[config.mk]
export PLATFORM = sky130hd
export DESIGN_NAME = alu_seq_ctrl_flat
export DESIGN_NICKNAME = d
export VERILOG_FILES = /design/src/rtl/alu_seq_ctrl_if.sv /design/src/rtl/alu_seq_ctrl.sv /design/src/flat_wrapper.sv
export SDC_FILE = /design/constraint.sdc
export NUM_CORES = 1
export LEC_CHECK = 0
export BUFFER_PORTS_ARGS = -buffer_cell sky130_fd_sc_hd__clkbuf_2
export CAP_MARGIN = 20
export CORE_AREA = 2 2 39 41
export DETAILED_ROUTE_END_ITERATION = 7
export DIE_AREA = 0 0 41 43
export MAX_ROUTING_LAYER = met4
export PLACE_DENSITY = 0.67
export SYNTH_ARGS = -nofsm -noshare
export SYNTH_HDL_FRONTEND = slang
export SYNTH_SLANG_ARGS = --single-unit
[constraint.sdc]
create_clock -name clk -period 2.7 [get_ports clk]
set_clock_uncertainty 0.2 [all_clocks]
set_input_delay 0.54 -clock clk [delete_from_list [all_inputs] [get_ports clk]]
set_output_delay 0.54 -clock clk [all_outputs]
set_load 0.01 [all_outputs]
[src/rtl/alu_seq_ctrl_if.sv]
// Interface for the ALU sequencing controller.
// It carries the button levels in, and the datapath strobes and status out.
interface alu_seq_ctrl_if;
  logic       enter;
  logic       undo;
  logic       load_A;
  logic       load_B;
  logic       load_Op;
  logic       updateRes;
  logic [2:0] state_o;
  logic       result_valid;
  logic       timeout_o;

  modport slave (
    input  enter, undo,
    output load_A, load_B, load_Op, updateRes, state_o, result_valid, timeout_o
  );

  modport master (
    output enter, undo,
    input  load_A, load_B, load_Op, updateRes, state_o, result_valid, timeout_o
  );
endinterface

[src/rtl/alu_seq_ctrl.sv]
// Sequencing controller: turns enter/undo button edges into the A, B, Op and result load strobes.
// Optional idle auto-return to WAIT_A is enabled by defining IDLE_TIMEOUT_EN.
module alu_seq_ctrl #(
  parameter int TIMEOUT_CYCLES = 100_000_000
) (
  input  logic          clk,
  input  logic          reset,
  alu_seq_ctrl_if.slave bus
);

  typedef enum logic [2:0] {
    WAIT_A  = 3'd0,
    WAIT_B  = 3'd1,
    WAIT_OP = 3'd2,
    CALC    = 3'd3,
    SHOW    = 3'd4
  } state_t;

  state_t state_q, state_d;
  logic   enterPrev_q, undoPrev_q;
  logic   loadA_q, loadA_d;
  logic   loadB_q, loadB_d;
  logic   loadOp_q, loadOp_d;
  logic   updateRes_q, updateRes_d;
  logic   resultValid_q;
  logic   enterEdge, undoEdge, enterOnly, undoOnly;
  logic   timeoutHit;

  assign enterEdge = bus.enter & ~enterPrev_q;
  assign undoEdge  = bus.undo & ~undoPrev_q;
  assign enterOnly = enterEdge & ~undoEdge;
  assign undoOnly  = undoEdge & ~enterEdge;

`ifdef IDLE_TIMEOUT_EN
  localparam int CntW = $clog2(TIMEOUT_CYCLES + 1);

  logic [CntW-1:0] idleCnt_q, idleCnt_d;
  logic            timeout_q;
  logic            counting;

  assign counting   = (state_q == WAIT_B) || (state_q == WAIT_OP) || (state_q == SHOW);
  assign timeoutHit = counting && !enterEdge && !undoEdge &&
                      (idleCnt_q == CntW'(TIMEOUT_CYCLES - 1));

  // Any edge, even a discarded simultaneous pair, counts as activity.
  always_comb begin
    idleCnt_d = '0;
    if (counting && !enterEdge && !undoEdge && (state_d == state_q))
      idleCnt_d = idleCnt_q + CntW'(1);
  end

  always_ff @(posedge clk or posedge reset) begin
    if (reset) begin
      idleCnt_q <= '0;
      timeout_q <= 1'b0;
    end else begin
      idleCnt_q <= idleCnt_d;
      timeout_q <= timeoutHit;
    end
  end

  assign bus.timeout_o = timeout_q;
`else
  // The parameter has no effect in this build; the comparison is a constant 0.
  assign timeoutHit    = (TIMEOUT_CYCLES < 0);
  assign bus.timeout_o = 1'b0;
`endif

  always_comb begin
    state_d     = state_q;
    loadA_d     = 1'b0;
    loadB_d     = 1'b0;
    loadOp_d    = 1'b0;
    updateRes_d = 1'b0;
    case (state_q)
      WAIT_A: begin
        if (enterOnly) begin
          state_d = WAIT_B;
          loadA_d = 1'b1;
        end
      end
      WAIT_B: begin
        if (timeoutHit) state_d = WAIT_A;
        else if (enterOnly) begin
          state_d = WAIT_OP;
          loadB_d = 1'b1;
        end else if (undoOnly) state_d = WAIT_A;
      end
      WAIT_OP: begin
        if (timeoutHit) state_d = WAIT_A;
        else if (enterOnly) begin
          state_d  = CALC;
          loadOp_d = 1'b1;
        end else if (undoOnly) state_d = WAIT_B;
      end
      CALC: begin
        state_d     = SHOW;
        updateRes_d = 1'b1;
      end
      SHOW: begin
        if (timeoutHit) state_d = WAIT_A;
        else if (enterOnly) state_d = WAIT_A;
        else if (undoOnly) state_d = WAIT_OP;
      end
      default: state_d = WAIT_A;
    endcase
  end

  // History registers reset to 1 so that a button held through reset does not fire.
  always_ff @(posedge clk or posedge reset) begin
    if (reset) begin
      state_q       <= WAIT_A;
      enterPrev_q   <= 1'b1;
      undoPrev_q    <= 1'b1;
      loadA_q       <= 1'b0;
      loadB_q       <= 1'b0;
      loadOp_q      <= 1'b0;
      updateRes_q   <= 1'b0;
      resultValid_q <= 1'b0;
    end else begin
      state_q       <= state_d;
      enterPrev_q   <= bus.enter;
      undoPrev_q    <= bus.undo;
      loadA_q       <= loadA_d;
      loadB_q       <= loadB_d;
      loadOp_q      <= loadOp_d;
      updateRes_q   <= updateRes_d;
      resultValid_q <= (state_d == SHOW);
    end
  end

  assign bus.load_A       = loadA_q;
  assign bus.load_B       = loadB_q;
  assign bus.load_Op      = loadOp_q;
  assign bus.updateRes    = updateRes_q;
  assign bus.state_o      = state_q;
  assign bus.result_valid = resultValid_q;

endmodule

[src/flat_wrapper.sv]
// flat-port wrapper written by rule: the top's interface ports become plain ports
module alu_seq_ctrl_flat 
#(
  parameter int TIMEOUT_CYCLES = 100_000_000
)
  (clk, reset, bus_enter, bus_undo, bus_load_A, bus_load_B, bus_load_Op, bus_updateRes, bus_state_o, bus_result_valid, bus_timeout_o);
  alu_seq_ctrl_if bus_i ();
  input  logic clk;
  input  logic reset;
  input wire logic [$bits(bus_i.enter)-1:0] bus_enter;
  input wire logic [$bits(bus_i.undo)-1:0] bus_undo;
  output wire logic [$bits(bus_i.load_A)-1:0] bus_load_A;
  output wire logic [$bits(bus_i.load_B)-1:0] bus_load_B;
  output wire logic [$bits(bus_i.load_Op)-1:0] bus_load_Op;
  output wire logic [$bits(bus_i.updateRes)-1:0] bus_updateRes;
  output wire logic [$bits(bus_i.state_o)-1:0] bus_state_o;
  output wire logic [$bits(bus_i.result_valid)-1:0] bus_result_valid;
  output wire logic [$bits(bus_i.timeout_o)-1:0] bus_timeout_o;
  assign bus_i.enter = bus_enter;
  assign bus_i.undo = bus_undo;
  assign bus_load_A = bus_i.load_A;
  assign bus_load_B = bus_i.load_B;
  assign bus_load_Op = bus_i.load_Op;
  assign bus_updateRes = bus_i.updateRes;
  assign bus_state_o = bus_i.state_o;
  assign bus_result_valid = bus_i.result_valid;
  assign bus_timeout_o = bus_i.timeout_o;
  alu_seq_ctrl #(.TIMEOUT_CYCLES(TIMEOUT_CYCLES)) u_core (.clk(clk), .reset(reset), .bus(bus_i));
endmodule
==> metrics.cfg, run 1 <==
[run_status]
status = complete, no violations

[timing]
drv_slew = 0
timing.fmax_mhz = 573
min_period_ps = 1750
hold_viol = 0
timing.setup.tns_ps = 0
min_period_over_period = 0.647
report.final.setup_viol = 0
rsz0062_at_grt = false
hold-worst-slack_ps = 17.9

[placed_design]
place.port_buffers = 11
placed_area_sq_um = 510
post-dp-hpwl_um = 564
gp_congestion = 0.774

[critical_path]
crit_chain = clkbuf_2
crit_arrival_ps = 1010
ff2ff_setup_slack_ps = 1230
path_max_fanout = 11
crit_path_top_delay_cell = dfrtp_1
start_kind = flip-flop
critical_path_buf_inv_count = 1
end_kind = output pin
critPathMaxStageDelay_ps = 540
reg2reg_depth = 2
crit_required_ps = 1960
critPathKind = reg2out
r2r_end = u_core.bus.state_o[1]
crit_family = flip-flops
reg2reg_from = u_core.bus.state_o[2]

[floorplanning]
die_h_um = 43
initial_core_util = 0.328
fp.dieArea_sq_um = 1760
pin_count = 13
fp.coreArea_sq_um = 1380
fp-row-count = 14
die_x_um = 41

[pwr]
ir_worst_vdd_mv = 0.225
powerDensity_nw_per_um2 = 855
total_leakage_power_nw = 0.302

[synth]
syn_area_sq_um = 454
syn_nets = 43
synth_compound_area_frac = 0.0992
synthAdderAreaFrac = 0
syn_inst = 39
yosysWarnings = 0
synth_mux_area_frac = 0.0441
synth_top_family_by_area = simple AND/OR/NAND/NOR gates
synth-seq-area-share = 0.556
synth_xor_area_frac = 0
synth_cell_types = 20
synth-seq-cells = 10
synthSimpleGateAreaFrac = 0.234
syn_avg_cell_area_sq_um = 11.6

[grt]
grt_pass1_vias = 284
track_usage = 0.112
antenna_found_initial = 0
grt_pass1_wl_mm = 1.21
overflow = 0
grt_max_degree = 12

[final_layout]
nets = 57
antenna_cells = 0
drive_above_1_share = 0.385
stdcell_area_sq_um = 537
seq_area_sq_um = 253
syn_to_final_growth_pct = 18.2
n_fill_cell = 145
utilization = 0.388
multi_input_area_sq_um = 175

[clock_tree]
htree_levels = 1
ctsHoldBuffers = 0
post_cts_buffers = 0
root_buffer = clkbuf_4
numClockSinks = 10
insertion_delay_ps = 270
cts.path.max_buffers = 2
cts_resized = 0
numCtsBuffers = 3
clk_pin_slew_ps = 70
cts_tree = done

[routing]
avgRoutedWirePerCell_um = 11.0
num_vias = 317
drtIter0Drc = 7
dr.pass1.iters = 4
routed_wl_um = 746
ant_nets = 0
vias_per_cell = 4.66
drc = 0

[run]
maxCapViolCount = 0

[min_path]
hp-class = in2async

flip-flops by register name, summed over array words and instances (netlist names):
signal and cells:
u_core.undoPrev_q 1, u_core.enterPrev_q 1, u_core.bus.load_Op 1, u_core.bus.result_valid 1, u_core.bus.state_o 3, u_core.bus.load_B 1, u_core.bus.load_A 1, u_core.bus.updateRes 1
synthesized netlist by cell type:
| cell | n | area [sq um] |
|---|---|---|
| dfrtp_1 | 8 | 200 |
| nor2_1 | 5 | 18.8 |
| nand2_1 | 3 | 11.3 |
| nand2b_1 | 3 | 18.8 |
| a41o_1 | 2 | 20.0 |
| dfstp_2 | 2 | 52.6 |
| inv_1 | 2 | 7.51 |
| mux2i_1 | 2 | 20.0 |
| a22o_1 | 1 | 8.76 |
| and2b_2 | 1 | 8.76 |
| buf_4 | 1 | 7.51 |
| buf_6 | 1 | 11.3 |
| conb_1 | 1 | 3.75 |
| nand2b_4 | 1 | 13.8 |
| nand4_1 | 1 | 6.26 |
| nor2b_1 | 1 | 6.26 |
| nor3_1 | 1 | 5.00 |
| nor4_1 | 1 | 6.26 |
| o311ai_2 | 1 | 16.3 |
| or4_4 | 1 | 11.3 |
worst register-to-register path: cells and delay by family, from the launching register on:
family / cells / cell delay [ps]
AOI/OAI and AO/OA: 1 / 80
DFF: 1 / 500
and+or+nand+nor: 1 / 590
final cells by class:
cell class,count,area share
clock buffers,4,0.0490
inverters,2,0.0140
multi-input cells,25,0.326
flip-flops and latches,10,0.471
well taps,16,0.0373
repair buffers,11,0.103
power breakdown:
group,leakage [nW],switching [mW],internal (mW)
Clock,0.0150,0.0505,0.0570
Sequential,0.130,0.0364,0.182
Combinational,0.157,0.0700,0.0629
metal layers:
layer / share of wire / global-route usage / up-vias
met5: 0 / - / -
met1: 0.45 / 0.129 / 144
met2: 0.46 / 0.150 / 12
met4: 0.025 / 0.0800 / 0
li1: - / - / 159
met3: 0.062 / 0.0471 / 2
cell usage in the layout (no fill, tap or decap):
cell / n
nand2b_4: 1
nand4_1: 1
nor2_1: 5
a22o_1: 1
dfrtp_1: 8
conb_1: 1
nand2b_1: 3
and2b_2: 1
inv_1: 2
dfstp_2: 2
nor3_1: 1
clkbuf_2: 11
clkbuf_1: 1
nand2_1: 3
o311ai_2: 1
nor2b_1: 1
or4_4: 1
nor4_1: 1
a41o_1: 2
clkbuf_4: 3
mux2i_1: 2
through the flow:
stage               instances  setup WS [ps]  power (mW)
finish                     68            954       0.459
global route               68            877       0.496
global placement           64           1050       0.354
floorplan                  39           1170       0.317
detailed placement         64           1030       0.355
CTS                        68            934       0.469
logic make-up after synthesis:
logic type | Yosys count
other | 1
AO/OA/AOI/OAI | 4
AND/OR/NAND/NOR | 18
buffers and inverters | 4
flip-flops | 10
multiplexers | 2
worst max path at each step:
| stage | from | endpoint | slack [ps] | cells past startpoint |
|---|---|---|---|---|
| global route | u_core.bus.state_o[2] | bus_state_o[2] | 880 | 1 |
| finish | u_core.bus.state_o[2] | bus_state_o[2] | 950 | 1 |
| CTS | u_core.bus.state_o[2] | bus_state_o[2] | 930 | 1 |
| detailed placement | bus_undo | u_core.bus.state_o[1] | 1030 | 4 |
| floorplan | bus_undo | u_core.bus.state_o[1] | 1170 | 3 |
| global placement | bus_undo | u_core.bus.state_o[1] | 1050 | 4 |
Power figures use the tool's default switching activity.
==> run 2, diff against run 1 <==
==> constraint.sdc (replaced) <==
create_clock -name clk -period 1.77 [get_ports clk]
set_clock_uncertainty 0.2 [all_clocks]
set_input_delay 0.354 -clock clk [delete_from_list [all_inputs] [get_ports clk]]
set_output_delay 0.354 -clock clk [all_outputs]
set_load 0.01 [all_outputs]
==> run 2 against run 1 <==
Die area unchanged. Non-clock buffer count up 2. Register-to-register slack worse by 940 ps. Power up 67%. First-iteration DRC count down 57%. Core utilization up 3.3 points. Critical path type is now in2reg. Largest cell class unchanged. Largest power group unchanged.
==> metrics.cfg, run 2 (synthesis results as in run 1) <==
[critical_path]
crit_path_top_delay_cell = dlygate4sd3_1  ; was dfrtp_1
critPathMaxStageDelay_ps = 570  ; was 540 ps
crit_required_ps = 1740  ; was 1960 ps
critical_path_buf_inv_count = 1  ; unchanged
crit_chain = dlygate4sd3_1 > nor2b_2 > or4_4 > o311ai_4  ; was clkbuf_2
path_max_fanout = 4  ; was 11
crit_arrival_ps = 1710  ; was 1010 ps
crit_family = simple AND/OR/NAND/NOR gates  ; was flip-flops
start_kind = input port  ; was flip-flop
critPathKind = in2reg  ; was reg2out
end_kind = flip-flop  ; was output pin

[timing]
min_period_ps = 1740
hold_viol = 0  ; unchanged
timing.fmax_mhz = 573
min_period_over_period = 0.986
drv_slew = 0  ; unchanged
timing.setup.tns_ps = 0  ; unchanged
report.final.setup_viol = 0  ; unchanged
rsz0062_at_grt = false  ; unchanged

[run_status]
status = complete, no violations  ; unchanged

[routing]
drtIter0Drc = 3  ; was 7
routed_wl_um = 803  ; was 746 um
ant_nets = 0  ; unchanged
num_vias = 335  ; was 317
vias_per_cell = 4.79  ; was 4.66
drc = 0  ; unchanged
avgRoutedWirePerCell_um = 11.5  ; was 11.0 um
dr.pass1.iters = 2  ; was 4

[final_layout]
final_common_cell = clkbuf_2  ; unchanged
stdcell_area_sq_um = 582  ; was 537 sq um
nets = 59  ; was 57
drive_above_1_share = 0.407  ; was 0.385
fin_cells = 70  ; was 68
largest_register_ff_count = 3  ; unchanged
syn_to_final_growth_pct = 28.1  ; was 18.2%
antenna_cells = 0  ; unchanged
final_cell_mix = clkbuf_2, dfrtp_1, nor2_1  ; unchanged

[run]
maxCapViolCount = 0  ; unchanged

[floorplanning]
fp-row-count = 14  ; unchanged
pin_count = 13  ; unchanged
die_x_um = 41  ; unchanged
initial_core_util = 0.328  ; unchanged
die_h_um = 43  ; unchanged
fp.dieArea_sq_um = 1760  ; unchanged
fp.coreArea_sq_um = 1380  ; unchanged

[placed_design]
placed_area_sq_um = 518  ; was 510 sq um
dp_cells = 65  ; was 64
post-dp-hpwl_um = 583  ; was 564 um
place.port_buffers = 11  ; unchanged
gp_congestion = 0.777  ; was 0.774

[clock_tree]
numCtsBuffers = 3  ; unchanged
cts.path.max_buffers = 2  ; unchanged
htree_levels = 1  ; unchanged
insertion_delay_ps = 260  ; was 270 ps
numClockSinks = 10  ; unchanged
root_buffer = clkbuf_4  ; unchanged
clk_pin_slew_ps = 60  ; was 70 ps
cts_tree = done  ; unchanged

[grt]
antenna_found_initial = 0  ; unchanged
overflow = 0  ; unchanged
grt_pass1_vias = 321  ; was 284
grt_pass1_wl_mm = 1.32  ; was 1.21 mm
grt_max_degree = 11  ; was 12
track_usage = 0.119  ; was 0.112

[min_path]
hp-class = in2reg  ; was in2async

[pwr]
powerDensity_nw_per_um2 = 1320  ; was 855 nW/um^2
ir_worst_vdd_mv = 0.840  ; was 0.225 mV
total_leakage_power_nw = 0.321  ; was 0.302 nW

run 2: per-stage QoR:
step / utilization / hold WS, ps / setup slack, ps / total power, mW
2_1_floorplan: - / -7.25 / 321 / 0.484
3_3_place_gp: 0.374 / 126 / 307 / 0.554
3_5_place_dp: 0.374 / 132 / 286 / 0.557
4_1_cts: 0.415 / 17.2 / 7.99 / 0.768
5_1_grt: 0.420 / 20.2 / 17.1 / 0.827
6_report: 0.420 / 23.1 / 25.1 / 0.769
run 2: area by class of cell:
cell class / count / area (sq um)
Fill cell: 144 / 802
Sequential cell: 10 / 253
Multi-Input combinational cell: 25 / 188
Timing Repair Buffer: 13 / 77.6
Clock buffer: 4 / 36.3
Tap cell: 16 / 20.0
Inverter: 2 / 7.51
run 2: path summary, 6_finish.rpt:
| kind | start | to | slack, ps | depth (start not counted) |
|---|---|---|---|---|
| worst max-delay path | bus_undo | u_core.bus.state_o[1] | 30 | 4 |
| worst min-delay path | bus_enter | u_core.enterPrev_q | 20 | 1 |
| worst max register to register | u_core.undoPrev_q | u_core.bus.state_o[1] | 290 | 3 |
| worst min register to register | u_core.bus.state_o[1] | u_core.bus.load_A | 340 | 1 |
| max in group asynchronous | reset | u_core.enterPrev_q | 660 | 3 |
| min in group asynchronous | reset | u_core.bus.load_B | 390 | 3 |
run 2: worst reg2reg max path, cell delays in order, from the launching register on:
cell,delay (ps)
dfstp_2,530
nor2b_2,50
or4_4,530
o311ai_4,70
run 2: where the power goes:
group	switching [mW]	leakage (nW)	internal [mW]	total, mW
clock network	0.0728	0.0210	0.125	0.197
registers	0.0435	0.130	0.279	0.322
logic	0.135	0.170	0.114	0.249
total	0.252	0.321	0.517	0.769
run 2: what timing repair did:
item                                    in CTS  in global routing
buffers inserted                             0                  0
resized for setup                            0                  2
endpoints found under the setup margin       0                  1
hold endpoints to repair                     9                  0
hold buffers                                 2                  0
run 2: routing by layer:
layer	up-vias	GRT usage	routed length (um)
met5	-	-	0
met4	0	0.0200	5
met3	2	0.0942	79
met2	13	0.178	379
met1	156	0.122	338
li1	164	-	-
==> run 3, diff against run 2 <==
--- a/config.mk
+++ b/config.mk
@@ -5,13 +5,15 @@
 export SDC_FILE = /design/constraint.sdc
 export NUM_CORES = 1
 export LEC_CHECK = 0
+export ABC_AREA = 1
 export BUFFER_PORTS_ARGS = -buffer_cell sky130_fd_sc_hd__clkbuf_2
 export CAP_MARGIN = 20
-export CORE_AREA = 2 2 39 41
+export CELL_PAD_IN_SITES_DETAIL_PLACEMENT = 1
+export CELL_PAD_IN_SITES_GLOBAL_PLACEMENT = 2
+export CORE_UTILIZATION = 27
 export DETAILED_ROUTE_END_ITERATION = 7
-export DIE_AREA = 0 0 41 43
 export MAX_ROUTING_LAYER = met4
-export PLACE_DENSITY = 0.67
+export PLACE_DENSITY = 0.83
 export SYNTH_ARGS = -nofsm -noshare
 export SYNTH_HDL_FRONTEND = slang
 export SYNTH_SLANG_ARGS = --single-unit
==> run 3 against run 2 <==
Via count up 11%. Combinational power down 27%. Synthesized cell count up 31%. Die area up 5.2%. Core utilization down 4.5 points. Non-clock buffer count up 1.
==> metrics.cfg, run 3 <==
[critical_path]
crit_family = buffers and inverters  ; was simple AND/OR/NAND/NOR gates
reg2reg_from = u_core.undoPrev_q  ; unchanged
crit_path_top_delay_cell = dlygate4sd3_1  ; unchanged
ff2ff_setup_slack_ps = 510  ; was 290 ps
critPathMaxStageDelay_ps = 540  ; was 570 ps
end_kind = flip-flop  ; unchanged
crit_required_ps = 1720  ; was 1740 ps
critPathKind = in2reg  ; unchanged
r2r_end = u_core.bus.state_o[1]  ; unchanged
start_kind = input port  ; unchanged
cp_common_cell = nand2_2
reg2reg_depth = 6  ; was 3
crit_chain = dlygate4sd3_1 > clkbuf_2 > inv_1 > nor2_4 > nand2_2 > nand2_2 > nand2_1 > nand3_2  ; was dlygate4sd3_1 > nor2b_2 > or4_4 > o311ai_4
critical_path_buf_inv_count = 3  ; was 1
startpoint = bus_enter  ; was bus_undo
path_max_fanout = 5  ; was 4
crit_arrival_ps = 1460  ; was 1710 ps

[pwr]
p_int_mw = 0.427  ; was 0.517 mW
clkPwrFrac = 0.253  ; was 0.257
ir_worst_vdd_mv = 0.308  ; was 0.840 mV
total_power_mw = 0.646  ; was 0.769 mW
p_comb_frac = 0.281  ; was 0.324
powerDensity_nw_per_um2 = 1120  ; was 1320 nW/um^2
swShare = 0.339  ; was 0.327
total_leakage_power_nw = 0.345  ; was 0.321 nW
p_seq_frac = 0.467  ; was 0.419
p_switching_mw = 0.219  ; was 0.252 mW

[placed_design]
post-dp-hpwl_um = 716  ; was 583 um
pre_cts_slack_ps = 512  ; was 286 ps
placed_area_sq_um = 523  ; was 518 sq um
place.port_buffers = 11  ; unchanged
dp_cells = 77  ; was 65
gp_congestion = 0.748  ; was 0.777

[synth]
syn_inst = 51  ; was 39
syn_nets = 55  ; was 43
synth-seq-cells = 10  ; unchanged
yosysWarnings = 0  ; unchanged
async_flop_share = 1.00  ; unchanged
synthTopCellsByArea = dfrtp_1, dfstp_2, inv_1  ; was dfrtp_1, dfstp_2, a41o_1
synth_edf_count = 0  ; unchanged
syn_avg_cell_area_sq_um = 8.93  ; was 11.6 sq um
ys.flop_type = dfrtp_1  ; unchanged
synthDominantCellAreaShare = 0.440  ; was 0.441
synth_cell_types = 17  ; was 20
synth_top_area_cell = dfrtp_1  ; unchanged
synth_common_cells = inv_1, nand2_1, dfrtp_1  ; was dfrtp_1, nor2_1, nand2_1, nand2b_1
synth-seq-area-share = 0.555  ; was 0.556
syn_area_sq_um = 455  ; was 454 sq um

[routing]
wl_met2_um = 403  ; was 379 um
wirelength_met1_um = 439  ; was 338 um
ant_nets = 0  ; unchanged
drc = 0  ; unchanged
wl_met3_um = 45  ; was 79 um
vias_per_cell = 4.42  ; was 4.79
num_vias = 371  ; was 335
avgRoutedWirePerCell_um = 10.7  ; was 11.5 um
routed_wl_um = 896  ; was 803 um
drtIter0Drc = 5  ; was 3
dr.pass1.iters = 2  ; unchanged
maxUsedRoutingLayer = met4  ; unchanged

[timing]
min_period_ps = 1500  ; was 1740 ps
min_period_over_period = 0.849  ; was 0.986
timing.setup.tns_ps = 0  ; unchanged
drv_slew = 0  ; unchanged
setup_slack_ps = 267  ; was 25.1 ps
hold-worst-slack_ps = 402  ; was 23.1 ps
timing.fmax_mhz = 665  ; was 573 MHz
hold_viol = 0  ; unchanged
rsz0062_at_grt = false  ; unchanged
report.final.setup_viol = 0  ; unchanged

[clock_tree]
numClockSinks = 10  ; unchanged
post_cts_buffers = 0  ; unchanged
cts_tree = done  ; unchanged
cts.path.max_buffers = 2  ; unchanged
root_buffer = clkbuf_4  ; unchanged
htree_levels = 1  ; unchanged
numCtsBuffers = 3  ; unchanged
insertion_delay_ps = 260  ; about the same
clk_pin_slew_ps = 70  ; was 60 ps

[grt]
track_usage = 0.124  ; was 0.119
overflow = 0  ; unchanged
grt_pass1_wl_mm = 1.60  ; was 1.32 mm
grt_max_degree = 11  ; unchanged
antenna_found_initial = 0  ; unchanged
grt_pass1_vias = 378  ; was 321

[final_layout]
utilization = 0.376  ; was 0.420
drive_above_1_share = 0.368  ; was 0.407
largest_register_ff_count = 3  ; unchanged
stdcell_area_sq_um = 579  ; was 582 sq um
antenna_cells = 0  ; unchanged
final_common_cell = clkbuf_2  ; unchanged
final_cell_mix = clkbuf_2, inv_1, nand2_1  ; was clkbuf_2, dfrtp_1, nor2_1
fin_cells = 84  ; was 70
nets = 73  ; was 59
syn_to_final_growth_pct = 27.2  ; was 28.1%

[min_path]
hp-class = in2async  ; was in2reg

[floorplanning]
die_h_um = 43.1  ; was 43 um
fp.coreArea_sq_um = 1540  ; was 1380 sq um
fp.dieArea_sq_um = 1860  ; was 1760 sq um
die_x_um = 43.1  ; was 41 um
initial_core_util = 0.295  ; was 0.328
pin_count = 13  ; unchanged
fp-row-count = 14  ; unchanged

[run]
maxCapViolCount = 0  ; unchanged

[run_status]
status = complete, no violations  ; unchanged

## run 3: cell count changes after synthesis, sizes merged, moves of 2 or more
| cell | before | now |
|---|---|---|
| nand3 | 0 | 5 |
| nand2b | 4 | 0 |
| inv | 2 | 10 |
| o21ai | 0 | 2 |
| mux2i | 2 | 0 |
| nand2 | 3 | 13 |
| a41o | 2 | 0 |
## run 3: cell type report
cell class / count / area, sq um
multi-input combinational: 30 / 158
inverter: 10 / 37.5
timing repair buffer: 14 / 85.1
fill: 203 / 962
clock buffer: 4 / 26.3
sequential: 10 / 253
tap: 16 / 20.0
## run 3: worst reg2reg max path: stages (launching register included)
cell and delay (ps):
dfstp_2 530, inv_1 40, nand2_1 110, nand2_2 110, nand2_1 70, nand3_1 80, nand2_1 70
## run 3: worst max path at each step
stage                                       end  slack [ps]  depth (start not counted)
final                     u_core.bus.state_o[0]         270                          8
after floorplan           u_core.bus.state_o[0]         570                          5
after global placement    u_core.bus.state_o[0]         530                          5
after global routing      u_core.bus.state_o[1]         160                          8
after CTS                 u_core.bus.state_o[0]         270                          8
after detailed placement  u_core.bus.state_o[0]         510                          5
## run 3: what timing repair did
| item | in CTS | in global routing |
|---|---|---|
| hold buffers | 3 | 0 |
| gates resized for setup | 0 | 0 |
| hold endpoints to repair | 10 | 0 |
## run 3: cells by family (layout without fill, tap and decap cells)
family / count (synthesis) / count (layout) / synth area share
simple gates: 26 / 26 / 0.297
buf+inv: 11 / 28 / 0.0989
flops: 10 / 10 / 0.555
compound gates: 3 / 3 / 0.0412
other cells: 1 / 1 / 0.00823
## run 3: power groups by stage
| stage | logic [mW] | clock network [mW] | registers (mW) |
|---|---|---|---|
| 6_report | 0.181 | 0.163 | 0.301 |
| 5_1_grt | 0.203 | 0.186 | 0.306 |
| 4_1_cts | 0.183 | 0.171 | 0.301 |
| 3_5_place_dp | 0.178 | 0 | 0.305 |
| 3_3_place_gp | 0.174 | 0 | 0.303 |
| 2_1_floorplan | 0.108 | 0 | 0.314 |
## run 3: layer usage
metal  track usage  vias to the layer above
li1              -                      189
met1         0.149                      170
met2         0.182                       10
met3        0.0511                        2
met4        0.0545                        0
met5             -                        -
